File: src/rtl/messbauer_diff_discriminator_decoder_pkg.sv
// Shared types and defaults for the differential-discriminator receive path.
package messbauer_diff_discriminator_pkg;

  typedef enum logic [1:0] {
    ST_IDLE,
    ST_LOWER_ACTIVE,
    ST_UPPER_ACTIVE,
    ST_STUCK
  } state_t;

  localparam int DEF_SYNC_STAGES        = 2;
  localparam int DEF_MIN_LOWER_DURATION = 2;
  localparam int DEF_MAX_LOWER_DURATION = 255;
  localparam int DEF_COUNTER_WIDTH      = 16;

  // Duration counter is never narrower than 8 bits.
  function automatic int dur_width(input int max_dur);
    int w;
    w = $clog2(max_dur + 1);
    return (w > 8) ? w : 8;
  endfunction

endpackage

File: src/rtl/messbauer_diff_discriminator_decoder_if.sv
// Snapshot hand-off port: per-channel totals with valid/ready flow control.
interface messbauer_diff_discriminator_decoder_if
  import messbauer_diff_discriminator_pkg::*;
#(
  parameter int COUNTER_WIDTH = DEF_COUNTER_WIDTH
) ();

  logic [COUNTER_WIDTH-1:0] accepted_count;
  logic [COUNTER_WIDTH-1:0] rejected_count;
  logic                     count_overflow;
  logic                     result_valid;
  logic                     result_ready;

  modport master (
    output accepted_count,
    output rejected_count,
    output count_overflow,
    output result_valid,
    input  result_ready
  );

  modport slave (
    input  accepted_count,
    input  rejected_count,
    input  count_overflow,
    input  result_valid,
    output result_ready
  );

endinterface

File: src/rtl/messbauer_diff_discriminator_decoder_sync.sv
// Multi-flop synchronizer with registered level and edge outputs, all aligned.
module messbauer_signal_synchronizer #(
  parameter int SYNC_STAGES = 2
) (
  input  logic aclk,
  input  logic areset,
  input  logic i_async,
  output logic o_level,
  output logic o_rise,
  output logic o_fall
);

  logic [SYNC_STAGES-1:0] r_sync;
  logic                   r_level;
  logic                   r_rise;
  logic                   r_fall;

  always_ff @(posedge aclk or posedge areset) begin
    if (areset) begin
      r_sync  <= '0;
      r_level <= 1'b0;
      r_rise  <= 1'b0;
      r_fall  <= 1'b0;
    end else begin
      r_sync  <= {r_sync[SYNC_STAGES-2:0], i_async};
      r_level <= r_sync[SYNC_STAGES-1];
      r_rise  <= r_sync[SYNC_STAGES-1] & ~r_level;
      r_fall  <= ~r_sync[SYNC_STAGES-1] & r_level;
    end
  end

  assign o_level = r_level;
  assign o_rise  = r_rise;
  assign o_fall  = r_fall;

endmodule

File: src/rtl/messbauer_diff_discriminator_decoder.sv
// Impulse classifier: accepted/rejected counting per velocity channel with
// snapshot hand-off on each channel advance.
module messbauer_diff_discriminator_decoder
  import messbauer_diff_discriminator_pkg::*;
#(
  parameter int SYNC_STAGES        = DEF_SYNC_STAGES,
  parameter int MIN_LOWER_DURATION = DEF_MIN_LOWER_DURATION,
  parameter int MAX_LOWER_DURATION = DEF_MAX_LOWER_DURATION,
  parameter int COUNTER_WIDTH      = DEF_COUNTER_WIDTH
) (
  input  logic aclk,
  input  logic areset,
  input  logic channel,
  input  logic lower_threshold,
  input  logic upper_threshold,
  messbauer_diff_discriminator_decoder_if.master result,
  output logic event_accepted,
  output logic event_rejected,
  output logic result_overrun,
  output logic stuck_error
);

  localparam int                 DUR_W   = dur_width(MAX_LOWER_DURATION);
  localparam logic [DUR_W-1:0]   MIN_D   = DUR_W'(MIN_LOWER_DURATION);
  localparam logic [DUR_W-1:0]   MAX_D   = DUR_W'(MAX_LOWER_DURATION);
  localparam logic [DUR_W-1:0]   STUCK_D = DUR_W'(MAX_LOWER_DURATION - 1);

  function automatic logic [COUNTER_WIDTH:0] sat_inc(input logic [COUNTER_WIDTH-1:0] cnt,
                                                     input logic inc);
    if (!inc)
      return {1'b0, cnt};
    if (&cnt)
      return {1'b1, cnt};
    return {1'b0, cnt + 1'b1};
  endfunction

  function automatic logic [DUR_W-1:0] dur_inc(input logic [DUR_W-1:0] d);
    return (d >= MAX_D) ? MAX_D : d + 1'b1;
  endfunction

  logic w_low_lvl, w_low_rise, w_low_fall;
  logic w_up_lvl, w_up_rise, w_up_fall;
  logic w_ch_lvl, w_ch_rise, w_ch_fall;
  logic w_unused;

  messbauer_signal_synchronizer #(.SYNC_STAGES(SYNC_STAGES)) u_sync_lower (
    .aclk(aclk), .areset(areset), .i_async(lower_threshold),
    .o_level(w_low_lvl), .o_rise(w_low_rise), .o_fall(w_low_fall)
  );

  messbauer_signal_synchronizer #(.SYNC_STAGES(SYNC_STAGES)) u_sync_upper (
    .aclk(aclk), .areset(areset), .i_async(upper_threshold),
    .o_level(w_up_lvl), .o_rise(w_up_rise), .o_fall(w_up_fall)
  );

  messbauer_signal_synchronizer #(.SYNC_STAGES(SYNC_STAGES)) u_sync_channel (
    .aclk(aclk), .areset(areset), .i_async(channel),
    .o_level(w_ch_lvl), .o_rise(w_ch_rise), .o_fall(w_ch_fall)
  );

  assign w_unused = ^{w_low_fall, w_up_rise, w_up_fall, w_ch_lvl, w_ch_fall};

  state_t             r_state;
  logic [DUR_W-1:0]   r_dur;
  logic               r_ev_acc;
  logic               r_ev_rej;
  logic               r_stuck;
  logic               w_accept;
  logic               w_reject;

  // Impulse completion decision; lower fall with upper high counts as rejected.
  always_comb begin
    w_accept = 1'b0;
    w_reject = 1'b0;
    case (r_state)
      ST_LOWER_ACTIVE: begin
        if (!w_low_lvl) begin
          if (w_up_lvl)
            w_reject = 1'b1;
          else if (r_dur >= MIN_D)
            w_accept = 1'b1;
        end
      end
      ST_UPPER_ACTIVE: begin
        if (!w_low_lvl)
          w_reject = 1'b1;
      end
      default: ;
    endcase
  end

  always_ff @(posedge aclk or posedge areset) begin
    if (areset) begin
      r_state  <= ST_IDLE;
      r_dur    <= '0;
      r_ev_acc <= 1'b0;
      r_ev_rej <= 1'b0;
      r_stuck  <= 1'b0;
    end else begin
      r_ev_acc <= w_accept;
      r_ev_rej <= w_reject;
      case (r_state)
        ST_IDLE: begin
          if (w_low_rise) begin
            r_dur   <= DUR_W'(1);
            r_state <= ST_LOWER_ACTIVE;
          end
        end
        ST_LOWER_ACTIVE: begin
          if (!w_low_lvl) begin
            r_state <= ST_IDLE;
          end else if (r_dur >= STUCK_D) begin
            r_dur   <= MAX_D;
            r_stuck <= 1'b1;
            r_state <= ST_STUCK;
          end else begin
            r_dur <= dur_inc(r_dur);
            if (w_up_lvl)
              r_state <= ST_UPPER_ACTIVE;
          end
        end
        ST_UPPER_ACTIVE: begin
          if (!w_low_lvl) begin
            r_state <= ST_IDLE;
          end else if (r_dur >= STUCK_D) begin
            r_dur   <= MAX_D;
            r_stuck <= 1'b1;
            r_state <= ST_STUCK;
          end else begin
            r_dur <= dur_inc(r_dur);
          end
        end
        ST_STUCK: begin
          if (!w_low_lvl && !w_up_lvl)
            r_state <= ST_IDLE;
        end
        default: r_state <= ST_IDLE;
      endcase
    end
  end

  logic [COUNTER_WIDTH-1:0] r_acc, r_rej;
  logic                     r_ovf;
  logic [COUNTER_WIDTH-1:0] r_snap_acc, r_snap_rej;
  logic                     r_snap_ovf;
  logic                     r_valid;
  logic                     r_overrun;
  logic [COUNTER_WIDTH:0]   w_acc_nx, w_rej_nx;
  logic                     w_ovf_nx;

  assign w_acc_nx = sat_inc(r_acc, w_accept);
  assign w_rej_nx = sat_inc(r_rej, w_reject);
  assign w_ovf_nx = r_ovf | w_acc_nx[COUNTER_WIDTH] | w_rej_nx[COUNTER_WIDTH];

  // Snapshot includes an impulse finishing on the close cycle.
  always_ff @(posedge aclk or posedge areset) begin
    if (areset) begin
      r_acc      <= '0;
      r_rej      <= '0;
      r_ovf      <= 1'b0;
      r_snap_acc <= '0;
      r_snap_rej <= '0;
      r_snap_ovf <= 1'b0;
      r_valid    <= 1'b0;
      r_overrun  <= 1'b0;
    end else if (w_ch_rise) begin
      r_snap_acc <= w_acc_nx[COUNTER_WIDTH-1:0];
      r_snap_rej <= w_rej_nx[COUNTER_WIDTH-1:0];
      r_snap_ovf <= w_ovf_nx;
      r_valid    <= 1'b1;
      if (r_valid && !result.result_ready)
        r_overrun <= 1'b1;
      r_acc <= '0;
      r_rej <= '0;
      r_ovf <= 1'b0;
    end else begin
      r_acc <= w_acc_nx[COUNTER_WIDTH-1:0];
      r_rej <= w_rej_nx[COUNTER_WIDTH-1:0];
      r_ovf <= w_ovf_nx;
      if (r_valid && result.result_ready)
        r_valid <= 1'b0;
    end
  end

  assign result.accepted_count = r_snap_acc;
  assign result.rejected_count = r_snap_rej;
  assign result.count_overflow = r_snap_ovf;
  assign result.result_valid   = r_valid;
  assign event_accepted        = r_ev_acc;
  assign event_rejected        = r_ev_rej;
  assign result_overrun        = r_overrun;
  assign stuck_error           = r_stuck;

endmodule
File: src/flat_wrapper.sv
// flat-port wrapper written by rule: the top's interface ports become plain ports
module messbauer_diff_discriminator_decoder_flat import messbauer_diff_discriminator_pkg::*;
#(
  parameter int SYNC_STAGES        = DEF_SYNC_STAGES,
  parameter int MIN_LOWER_DURATION = DEF_MIN_LOWER_DURATION,
  parameter int MAX_LOWER_DURATION = DEF_MAX_LOWER_DURATION,
  parameter int COUNTER_WIDTH      = DEF_COUNTER_WIDTH
)
  (aclk, areset, channel, lower_threshold, upper_threshold, event_accepted, event_rejected, result_overrun, stuck_error, result_accepted_count, result_rejected_count, result_count_overflow, result_result_valid, result_result_ready);
  messbauer_diff_discriminator_decoder_if #(.COUNTER_WIDTH(COUNTER_WIDTH)) result_i ();
  input  logic aclk;
  input  logic areset;
  input  logic channel;
  input  logic lower_threshold;
  input  logic upper_threshold;
  output logic event_accepted;
  output logic event_rejected;
  output logic result_overrun;
  output logic stuck_error;
  output wire logic [$bits(result_i.accepted_count)-1:0] result_accepted_count;
  output wire logic [$bits(result_i.rejected_count)-1:0] result_rejected_count;
  output wire logic [$bits(result_i.count_overflow)-1:0] result_count_overflow;
  output wire logic [$bits(result_i.result_valid)-1:0] result_result_valid;
  input wire logic [$bits(result_i.result_ready)-1:0] result_result_ready;
  assign result_accepted_count = result_i.accepted_count;
  assign result_rejected_count = result_i.rejected_count;
  assign result_count_overflow = result_i.count_overflow;
  assign result_result_valid = result_i.result_valid;
  assign result_i.result_ready = result_result_ready;
  messbauer_diff_discriminator_decoder #(.SYNC_STAGES(SYNC_STAGES), .MIN_LOWER_DURATION(MIN_LOWER_DURATION), .MAX_LOWER_DURATION(MAX_LOWER_DURATION), .COUNTER_WIDTH(COUNTER_WIDTH)) u_core (.aclk(aclk), .areset(areset), .channel(channel), .lower_threshold(lower_threshold), .upper_threshold(upper_threshold), .result(result_i), .event_accepted(event_accepted), .event_rejected(event_rejected), .result_overrun(result_overrun), .stuck_error(stuck_error));
endmodule
File: config.mk
export PLATFORM = sky130hd
export DESIGN_NAME = messbauer_diff_discriminator_decoder_flat
export DESIGN_NICKNAME = d
export VERILOG_FILES = /design/src/rtl/messbauer_diff_discriminator_decoder_pkg.sv /design/src/rtl/messbauer_diff_discriminator_decoder_if.sv /design/src/rtl/messbauer_diff_discriminator_decoder_sync.sv /design/src/rtl/messbauer_diff_discriminator_decoder.sv /design/src/flat_wrapper.sv
export SDC_FILE = /design/constraint.sdc
export NUM_CORES = 1
export LEC_CHECK = 0
export ABC_AREA = 1
export CAP_MARGIN = 0
export CORE_AREA = 2 2 95 97
export CTS_CLUSTER_DIAMETER = 60
export CTS_CLUSTER_SIZE = 8
export DETAILED_ROUTE_END_ITERATION = 12
export DIE_AREA = 0 0 97 99
export GPL_TIMING_DRIVEN = 0
export PLACE_DENSITY = 0.75
export SYNTH_ARGS = -nofsm -noshare
export SYNTH_HDL_FRONTEND = slang
export SYNTH_SLANG_ARGS = --single-unit
File: constraint.sdc
create_clock -name aclk -period 3.4 [get_ports aclk]
set_input_delay 0.51 -clock aclk [delete_from_list [all_inputs] [get_ports aclk]]
set_output_delay 0.51 -clock aclk [all_outputs]
set_load 0.02 [all_outputs]
Word level (Yosys, flattened, before mapping)
Cells that the tools add are included.
{ "classes": {"n_addsub": 3, "mul": 0, "n_div": 0, "n_lt_le_gt_ge": 3, "n_eq_ne": 8, "shift": 0, "n_mux": 38, "n_bitwise": 6, "n_reduce_logical": 16} }
{ "ops": {"columns": ["cell", "n"], "rows": [
  ["17-bit two-way mux", 8],
  ["16-bit by 1-bit adder with 16-bit output, second input constant", 2],
  ["16-bit two-way mux", 2],
  ["8-bit two-way mux", 4],
  ["16-bit AND reduction", 2],
  ["8-bit greater-or-equal comparator, second input constant", 2],
  ["8-bit one-hot mux with 2 select lines", 1],
  ["1-bit two-way mux", 14],
  ["2-bit two-way mux", 7],
  ["8-bit by 1-bit adder with 8-bit output, second input constant", 1],
  ["8-bit by 2-bit greater-or-equal comparator with 1-bit output, second input constant", 1],
  ["2-bit one-hot mux with 4 select lines", 1],
  ["3-bit AND reduction", 2],
  ["2-bit equality test, second input constant", 2],
  ["2-bit by 1-bit != test with 1-bit output, second input constant", 2],
  ["4-bit by 3-bit != test with 1-bit output, second input constant", 1],
  ["4-bit AND reduction", 1],
  ["2-bit nonzero test", 2],
  ["1-bit logical AND", 3],
  ["1-bit logical NOT", 3],
  ["3-bit by 2-bit != test with 1-bit output, second input constant", 1],
  ["1-bit bitwise AND", 2],
  ["2-bit by 1-bit equality test with 1-bit output, second input constant", 1],
  ["2-bit logical NOT", 1],
  ["6 further kinds", 8]
]} }
{ "totals": {"reg_bits": 92, "latchBits": 0, "ram_bits": 0, "mem_bits_ro": 0, "in_bits": 6, "out_inout_bits": 38, "word_cells": 95, "mem_count": 0} }

Longest topological paths before layout
Gate-level depths: netlist of run 1.
{ "logic_depth": {"ltp_word": 12, "mapped_depth": 12, "mapped_depth_nobuf": 11} }

Cells and area by module
From an unflattened synthesis of run 1, not the netlist that was laid out.
{ "unflattened": {"cells_unflattened": 572, "area_unflattened_um2": 4677.0} }
{ "modules_own_cells": {"columns": ["module", "instances", "cells_per_inst", "area_each_um2", "seq_area_each_um2"], "rows": [
  ["messbauer_diff_discriminator_decoder", 1, 542, 4245.3, 2026.9],
  ["messbauer_signal_synchronizer", 3, 10, 143.9, 125.1]
]} }

Least setup slack after synthesis of run 1
OpenSTA, ideal clock, no wires.
{ "synth_path": {"path_type": "flip-flop to flip-flop", "start": "register u_core.r_state[0]", "end": "register u_core.r_snap_rej[15] (netlist: u_core.result.rejected_count[15])", "setup_time_ps": 117, "t_arrival_ps": 1630, "required_ps": 3283, "setup_slack_ps": 1654, "path_stages_with_launch": 12, "n_path_buf": 0, "synth_period_minus_slack_ps": 1746, "cell_sequence": "dfrtp_1 -> inv_1 -> ha_1 -> inv_1 -> nor2_1 -> nand3_1 -> nor2_1 -> nand3_1 -> nand2_1 -> nand3_1 -> nand2_1 -> nand2_1"} }
{ "synth_between": {"elab_chain_cells": 3, "word_cells_on_any_way": 4, "cone_classes": "eq/ne (2); mux (2)"} }
{ "synth_rtl": {"columns": ["element", "line_no", "source"], "rows": [
  ["start: declaration", "messbauer_diff_discriminator_decoder.sv:63", "state_t r_state;"],
  ["start signal: assignment", "messbauer_diff_discriminator_decoder.sv:94", "r_state <= ST_IDLE;"],
  ["start signal: assignment", "messbauer_diff_discriminator_decoder.sv:106", "r_state <= ST_LOWER_ACTIVE;"],
  ["start signal: assignment", "messbauer_diff_discriminator_decoder.sv:111", "r_state <= ST_IDLE;"],
  ["2-bit equality test or 2-bit by 1-bit equality test with 1-bit output (tied branches)", "messbauer_diff_discriminator_decoder.sv:75", "case (r_state)"],
  ["1-bit one-hot mux with 2 select lines (*)", "messbauer_diff_discriminator_decoder.sv:75", null],
  ["17-bit two-way mux (*)", "messbauer_diff_discriminator_decoder.sv:32", "if (&cnt)"],
  ["end signal: assignment", "messbauer_diff_discriminator_decoder.sv:168", "r_snap_rej <= w_rej_nx[COUNTER_WIDTH-1:0];"],
  ["end: declaration", "messbauer_diff_discriminator_decoder.sv:144", "logic [COUNTER_WIDTH-1:0] r_snap_acc, r_snap_rej;"]
]} }
Every way passes the cells marked *; elsewhere a longest branch is shown, timed or not.
A chain may end at the register's enable or synchronous reset.

Worst setup path in the final report of run 1
{ "layout_path": {"start": "register u_core.r_state[0]", "end": "register u_core.r_snap_rej[13] (netlist: u_core.result.rejected_count[13])"} }
The elaborated chain is that of the path after synthesis.

==> results of run 1 <==
per-stage QoR:
stage          area, um^2  util, %
6_report             5390     63.1
5_1_grt              5390     63.1
4_1_cts              5390     63.1
3_5_place_dp         5160     60.3
3_3_place_gp         5130     60.0
2_1_floorplan        4560        -
worst max-delay path, delay by kind of cell (launching register included):
family	cells	cell delay [ns]
AND/OR/NAND/NOR	8	1.07
flip-flops	1	0.41
buffers and inverters	2	0.18
adder cells (fa/ha/maj)	1	0.37
synthesized netlist by cell type:
cell and number:
nand2_1 172, dfrtp_1 92, nor2_1 57, inv_1 56, nand3_1 41, o21ai_0 31, o21ai_1 15, a21oi_1 12
nand4_1 12, xor2_1 11, ha_1 10, clkbuf_1 9, xnor2_1 6, nor3_1 5, inv_2 4, nor2_2 4
and2_1 3, buf_4 3, nand2_2 3, nand3b_1 3, buf_2 2, nor3_2 2, o211ai_1 2, o21bai_1 2
a31o_2 1, a31oi_1 1, buf_6 1, nand3_2 1, nand3b_4 1, nor2_4 1, nor3_4 1, o22ai_1 1
o31ai_1 1, or2_2 1
logic make-up (layout without fill, tap and decap cells):
| kind of cell | count (synthesis) | count (layout) | synth area share [%] |
|---|---|---|---|
| AO/OA/AOI/OAI | 66 | 66 | 7.65 |
| XOR/XNOR | 17 | 17 | 3.26 |
| adder cells (fa/ha/maj) | 10 | 10 | 2.74 |
| buffers and inverters | 75 | 134 | 6.64 |
| flip-flops | 92 | 92 | 50.5 |
| AND/OR/NAND/NOR | 307 | 307 | 29.2 |
per-layer routing:
layer / routed length [um] / up-vias / GRT usage [%] / share of wire, %
li1: - / 1908 / - / -
met2: 4770 / 108 / 36.8 / 48
met5: 0 / - / 0 / 0
met3: 387 / 16 / 2.98 / 3.9
met1: 4670 / 1840 / 29.4 / 47
met4: 175 / 0 / 7.80 / 1.7
layout make-up:
class                      instances  area [um^2]
sequential                        92         2300
clock buffer                       9          124
clock inverter                     6          113
timing repair buffer              44          458
multi-input combinational        400         1960
fill                             719         3160
buffer                            15         77.6
tap                              108          135
inverter                          60          228
path summary, 6_finish.rpt:
check | from | to | slack, ns | cells after the start
worst max register to register | u_core.r_state[0] | u_core.result.rejected_count[13] | 1.26 | 11
worst min register to register | u_core.u_sync_upper.r_sync[1] | u_core.u_sync_upper.o_level | 0.35 | 0
worst min-delay path | u_core.u_sync_upper.r_sync[1] | u_core.u_sync_upper.o_level | 0.35 | 0
max in group asynchronous | areset | u_core.r_acc[7] | 2.28 | 3
min in group asynchronous | areset | u_core.u_sync_lower.r_sync[0] | 0.48 | 2
worst max-delay path | u_core.r_state[0] | u_core.result.rejected_count[13] | 1.26 | 11
state kept, by name, indices dropped and copies added (netlist names):
signal	cells
u_core.u_sync_channel.o_level	1
u_core.r_acc	16
u_core.r_rej	16
u_core.u_sync_lower.r_sync	2
u_core.stuck_error	1
u_core.u_sync_channel.o_rise	1
u_core.event_rejected	1
u_core.event_accepted	1
u_core.u_sync_channel.r_sync	2
u_core.u_sync_lower.o_level	1
u_core.r_ovf	1
u_core.result.rejected_count	16
u_core.u_sync_upper.o_level	1
u_core.result.accepted_count	16
u_core.u_sync_upper.r_sync	2
u_core.result.count_overflow	1
u_core.result_overrun	1
u_core.r_dur	8
u_core.u_sync_lower.o_rise	1
u_core.r_state	2
u_core.result.result_valid	1
power by group:
group	internal, mW	total [mW]	switching (mW)
logic	0.407	0.998	0.592
registers	1.29	1.48	0.188
clock network	0.487	0.876	0.389
total	2.19	3.35	1.17
==> summary.txt, run 1 <==
Power
  • Cell Pwr Density: 622 nW/um^2
  • Peak VDD IR: about 0.49 mV
  • Pleak: approximately 2.6 nW
  • Design Power: ~3.4 mW

Global routing
  • First-pass GRT wire length: about 17000 um
  • Vias in the first global route: between 3k and 4k
  • Total GRT Usage: between 20% and 30%
  • GRT overflow: 0
  • Initial antenna violation count: 0
  • Pin count of the biggest net entering global routing: 64

STA
  • Setup-failing EPs final: 0
  • Setup tns final: 0 ns
  • Slew margin rel.: between 50% and 60%
  • Final Worst Setup Slack: 1.26 ns
  • Endpoints failing hold: 0
  • Fmax: 468 MHz
  • Post-layout min period: 2.14 ns
  • Max Slew Vio Count: 0
  • Final worst-path cycle share: between 60 and 70%
  • Slew @ Worst Pin: approximately 0.62 ns
  • Final hold slack: approximately 0.35 ns
  • RSZ-0062 raised after global routing: no
  • Clk_skew: between 0.006 and 0.007 ns

Synth
  • Sequential area share after synthesis: approximately half
  • Mean Syn Cell Area: between 8 and 9 um^2
  • Largest area contributor in the netlist: dfrtp_1
  • Yosys warns: 0
  • Post-synthesis cell area: roughly 4600 um^2
  • Top cell type's share of synthesized area: about half
  • Yosys cell types: 34
  • Syn nets: ~600
  • Flop and latch count out of synthesis: between 90 and 100
  • Largest cells by area after synthesis: dfrtp_1 (50%), nand2_1 (14%), nor2_1 (4.7%)
  • Cell count after synthesis: 567

Clock tree
  • PostCTS Resize Cnt: 0
  • Clock sink count: between 90 and 100
  • Clock Tree Root: clkbuf_8
  • Setup bufs post-CTS: 0
  • H-tree depth: 3
  • Clock transition at the registers of the reported paths: roughly 0.09 ns
  • Hold-fix buffers, CTS: 0
  • Clock buffer depth: 2
  • CTS buffer count: 9
  • Clk Latency, worst-skew pair: between 0.3 and 0.4 ns
  • CTS tree: yes

Placed design
  • Pre-CTS setup slack: about 1.3 ns
  • I/O Buffers: 43
  • Placed cells: ~720
  • Post-DP HPWL: 7060 um
  • RePlAce Congestion: ~0.95

Floorplanning
  • Std-Cell Rows: 34
  • Initial Util: ~53%
  • Core area: approximately 8600 um^2
  • Die Wd: slightly below 100 um
  • Die span in y: just under 100 um
  • Die ar.: roughly 9600 um^2
  • I/O Pins: 44

Detailed routing
  • Routed wire length per instance: 13.6 um
  • Via count: 3872
  • Post-Route WL: roughly 10000 um
  • First-pass DRT Iterations: 4
  • Starting DRT DRC Count: ~210
  • Remaining DRCs: 0
  • DR vias/cell: 5.28
  • Post-route ant nets: 0

Setup path
  • Max Fanout on Critical Path: 5
  • Worst path most repeated cell: nand2_1
  • Cell Chain, Critical Path: inv_1, ha_1, inv_1, nor2_1, nand3_1, nor2_1, nand2_1, nand2_1, nand3_1, nand2_1, nand2_1
  • CP Class: reg2reg
  • Endpoint class of the critical path: register
  • Critical Path Start Type: register
  • Critical Path RT: 3.66 ns
  • CP arrival: approximately 2.4 ns
  • Largest stage delay, worst path: roughly 0.41 ns
  • Crit-path slowest cell: dfrtp_1

Layout
  • Layout area overhead: 18.2%
  • Most frequent cells in the layout: nand2_1 (172), dfrtp_1 (92), nor2_1 (57)
  • Ant diodes: 0
  • Layout Nets: approximately 640
  • Share of post-route cells with drive strength above 1: 6.71%
  • Finished Layout Cells: around 730
  • Most common cell after layout, fill and taps aside: nand2_1

Hold path
  • Hold Crit Class: reg2reg

Flow run
  • MaxCap Viol Count: 0

Status
  • Status: completed
No activity file was read; power rests on OpenSTA's default activity.
==> run 2: changes to the inputs <==
Clock period 3.4 ns to 2.05 ns, I/O delays scaled along.
==> run 2 against run 1 <==
  * Global-route usage grew 0.82 points
  * Utilization grew 1.1 points
  * Via count shrank 0.13%
  * Register-to-register slack lost 1.1 ns
  * Total power grew 69%
  * First-iteration DRC count shrank 9.6%
  * Clock skew grew 0.0029 ns
  * Clock power grew 60%
  * Design area grew 1.7%
  * Largest cell class unchanged
  * Largest power group unchanged
==> summary.txt, run 2 (synthesis results as in run 1) <==
STA
  • Slew margin rel.: 59.9% (was 58.3%)
  • Fmax: 529 MHz (was 468 MHz)
  • Setup-failing EPs final: 0 (unchanged)
  • Endpoints failing hold: 0 (unchanged)
  • Post-layout min period: 1.89 ns (was 2.14 ns)
  • Slew @ Worst Pin: 0.596 ns (was 0.620 ns)
  • Clk_skew: 0.00958 ns (was 0.00665 ns)
  • Max Slew Vio Count: 0 (unchanged)
  • Final worst-path cycle share: 92.1% (was 62.8%)
  • Final Worst Setup Slack: 0.161 ns (was 1.26 ns)

Power
  • Cell Pwr Density: 1030 nW/um^2 (was 622 nW/um^2)
  • Peak VDD IR: 0.720 mV (was 0.493 mV)
  • Pleak: 2.67 nW (was 2.65 nW)
  • Design Power: 5.65 mW (was 3.35 mW)

Setup path
  • Reg2Reg Launch Point: u_core.r_state[1] (was u_core.r_state[0])
  • Endpoint class of the critical path: register (unchanged)
  • Reg2reg path depth: 8 (was 11)
  • Max Fanout on Critical Path: 4 (was 5)
  • CP arrival: 2.19 ns (was 2.39 ns)
  • Critical Path RT: 2.35 ns (was 3.66 ns)
  • Critical Path Start Type: register (unchanged)
  • FF-to-FF setup slack: 0.16 ns (was 1.26 ns)
  • CP Class: reg2reg (unchanged)
  • Terminus of the critical flop-to-flop path: u_core.r_acc[0] (was u_core.result.rejected_count[13])

Flow run
  • MaxCap Viol Count: 0 (unchanged)

Placed design
  • Pre-CTS setup slack: -0.102 ns (was 1.30 ns)
  • Placed cells: 720 (was 719)
  • I/O Buffers: 43 (unchanged)
  • RePlAce Congestion: 0.893 (was 0.954)
  • Area post-placement: 5170 um^2 (was 5160 um^2)
  • Post-DP HPWL: 7220 um (was 7060 um)

Global routing
  • Pin count of the biggest net entering global routing: 43 (was 64)
  • First-pass GRT wire length: 17700 um (was 17100 um)
  • Total GRT Usage: 22.7% (was 21.9%)
  • Initial antenna violation count: 0 (unchanged)
  • GRT overflow: 0 (unchanged)
  • Vias in the first global route: 3831 (was 3725)

Floorplanning
  • Die Wd: 97 um (unchanged)
  • Initial Util: 53.4% (unchanged)
  • Std-Cell Rows: 34 (unchanged)
  • I/O Pins: 44 (unchanged)
  • Die ar.: 9600 um^2 (unchanged)
  • Die span in y: 99 um (unchanged)
  • Core area: 8550 um^2 (unchanged)

Clock tree
  • Clock sink count: 92 (unchanged)
  • Clock transition at the registers of the reported paths: 0.10 ns (was 0.09 ns)
  • H-tree depth: 3 (unchanged)
  • Clock Tree Root: clkbuf_8 (unchanged)
  • Hold-fix buffers, CTS: 0 (unchanged)
  • Clk Latency, worst-skew pair: 0.37 ns (was 0.36 ns)
  • Clock buffer depth: 2 (unchanged)
  • CTS tree: yes (unchanged)
  • CTS buffer count: 9 (unchanged)

Detailed routing
  • DR vias/cell: 5.23 (was 5.28)
  • Starting DRT DRC Count: 188 (was 208)
  • First-pass DRT Iterations: 4 (unchanged)
  • Post-route ant nets: 0 (unchanged)
  • Post-Route WL: 10200 um (was 10000 um)
  • Via count: 3867 (was 3872)
  • Remaining DRCs: 0 (unchanged)
  • Routed wire length per instance: 13.7 um (was 13.6 um)

Layout
  • Number of fill cells: 720 (was 719)
  • Share of post-route cells with drive strength above 1: 8.40% (was 6.71%)
  • Fin area: 5490 um^2 (was 5390 um^2)
  • Most frequent cells in the layout: nand2_1 (172), dfrtp_1 (92), inv_1 (55) (was nand2_1 (172), dfrtp_1 (92), nor2_1 (57))
  • Ant diodes: 0 (unchanged)
  • Layout Nets: 642 (was 638)
  • Most common cell after layout, fill and taps aside: nand2_1 (unchanged)
  • Finished Layout Cells: 739 (was 734)
  • Layout area overhead: 20.2% (was 18.2%)

Status
  • Status: completed (unchanged)

Hold path
  • Hold Crit Class: in2async (was reg2reg)
## run 2: cell types whose count changed in the layout (fill, tap and decap cells not counted), moves of 2 or more
cell        delta
buf_12         +3
nor2_1         -3
clkinvlp_4     +2
nor2_4         +2
buf_4          +2
## run 2: repair_timing
| item | in CTS | in global routing |
|---|---|---|
| gates resized for setup | 5 | 4 |
| endpoints found under the setup margin | 40 | 57 |
| endpoints found under the hold margin | 0 | 0 |
| setup buffers | 1 | 2 |
| pin swaps | 1 | 1 |
## run 2: critical path: stages, from the launching register on
cell	delay (ns)
dfrtp_1	0.39
inv_1	0.15
ha_1	0.24
nand3_1	0.19
nor2_4	0.20
buf_12	0.13
nand2_1	0.09
xnor2_1	0.26
and2_1	0.18
## run 2: per-layer routing
metal | part of all wire [%] | wire length, um | vias to the layer above | track usage [%]
met5 | 0 | 0 | - | 0
met4 | 2.0 | 207 | 0 | 9.86
met3 | 3.4 | 341 | 19 | 2.98
li1 | - | - | 1923 | -
met1 | 46 | 4710 | 1834 | 31.0
met2 | 48 | 4890 | 91 | 36.8
## run 2: area by class of cell
class                   instances  area (um^2)  share of cell area, %
repair buffers                 48          505                   9.22
clock inverters                 6         93.8                   1.71
clock buffers                  10          138                   2.51
inverters                      60          229                   4.17
plain buffers                  15         77.6                   1.41
flip-flops and latches         92         2300                   42.0
multi-input cells             400         2000                   36.5
well taps                     108          135                   2.46
## run 2: metrics by stage
step / utilization [%] / setup TNS (ns) / hold slack, ns
final: 64.1 / 0 / 0.293
after global routing: 64.1 / -0.0144 / 0.328
after detailed placement: 60.5 / -1.45 / 0.335
after global placement: 60.0 / -25.77 / 0.334
after floorplan: - / 0 / 0.331
after CTS: 63.6 / 0 / 0.301
## run 2: how the worst max path moves through the flow
stage | startpoint | end | slack [ns] | cells after the start
6_report | u_core.r_state[1] | u_core.r_acc[0] | 0.16 | 8
5_1_grt | u_core.r_dur[0] | u_core.result.count_overflow | -0.01 | 11
4_1_cts | u_core.r_state[1] | u_core.result.count_overflow | 0.03 | 9
3_5_place_dp | u_core.r_state[0] | u_core.r_dur[6] | -0.10 | 9
3_3_place_gp | areset | u_core.result.accepted_count[8] | -0.28 | 2
2_1_floorplan | u_core.r_state[0] | u_core.result.rejected_count[15] | 0.30 | 11
## run 2: where the power goes
part | internal (mW) | switching, mW | total, mW
clock network | 0.731 | 0.670 | 1.40
logic | 0.749 | 1.06 | 1.81
registers | 2.14 | 0.303 | 2.44
total | 3.62 | 2.03 | 5.65
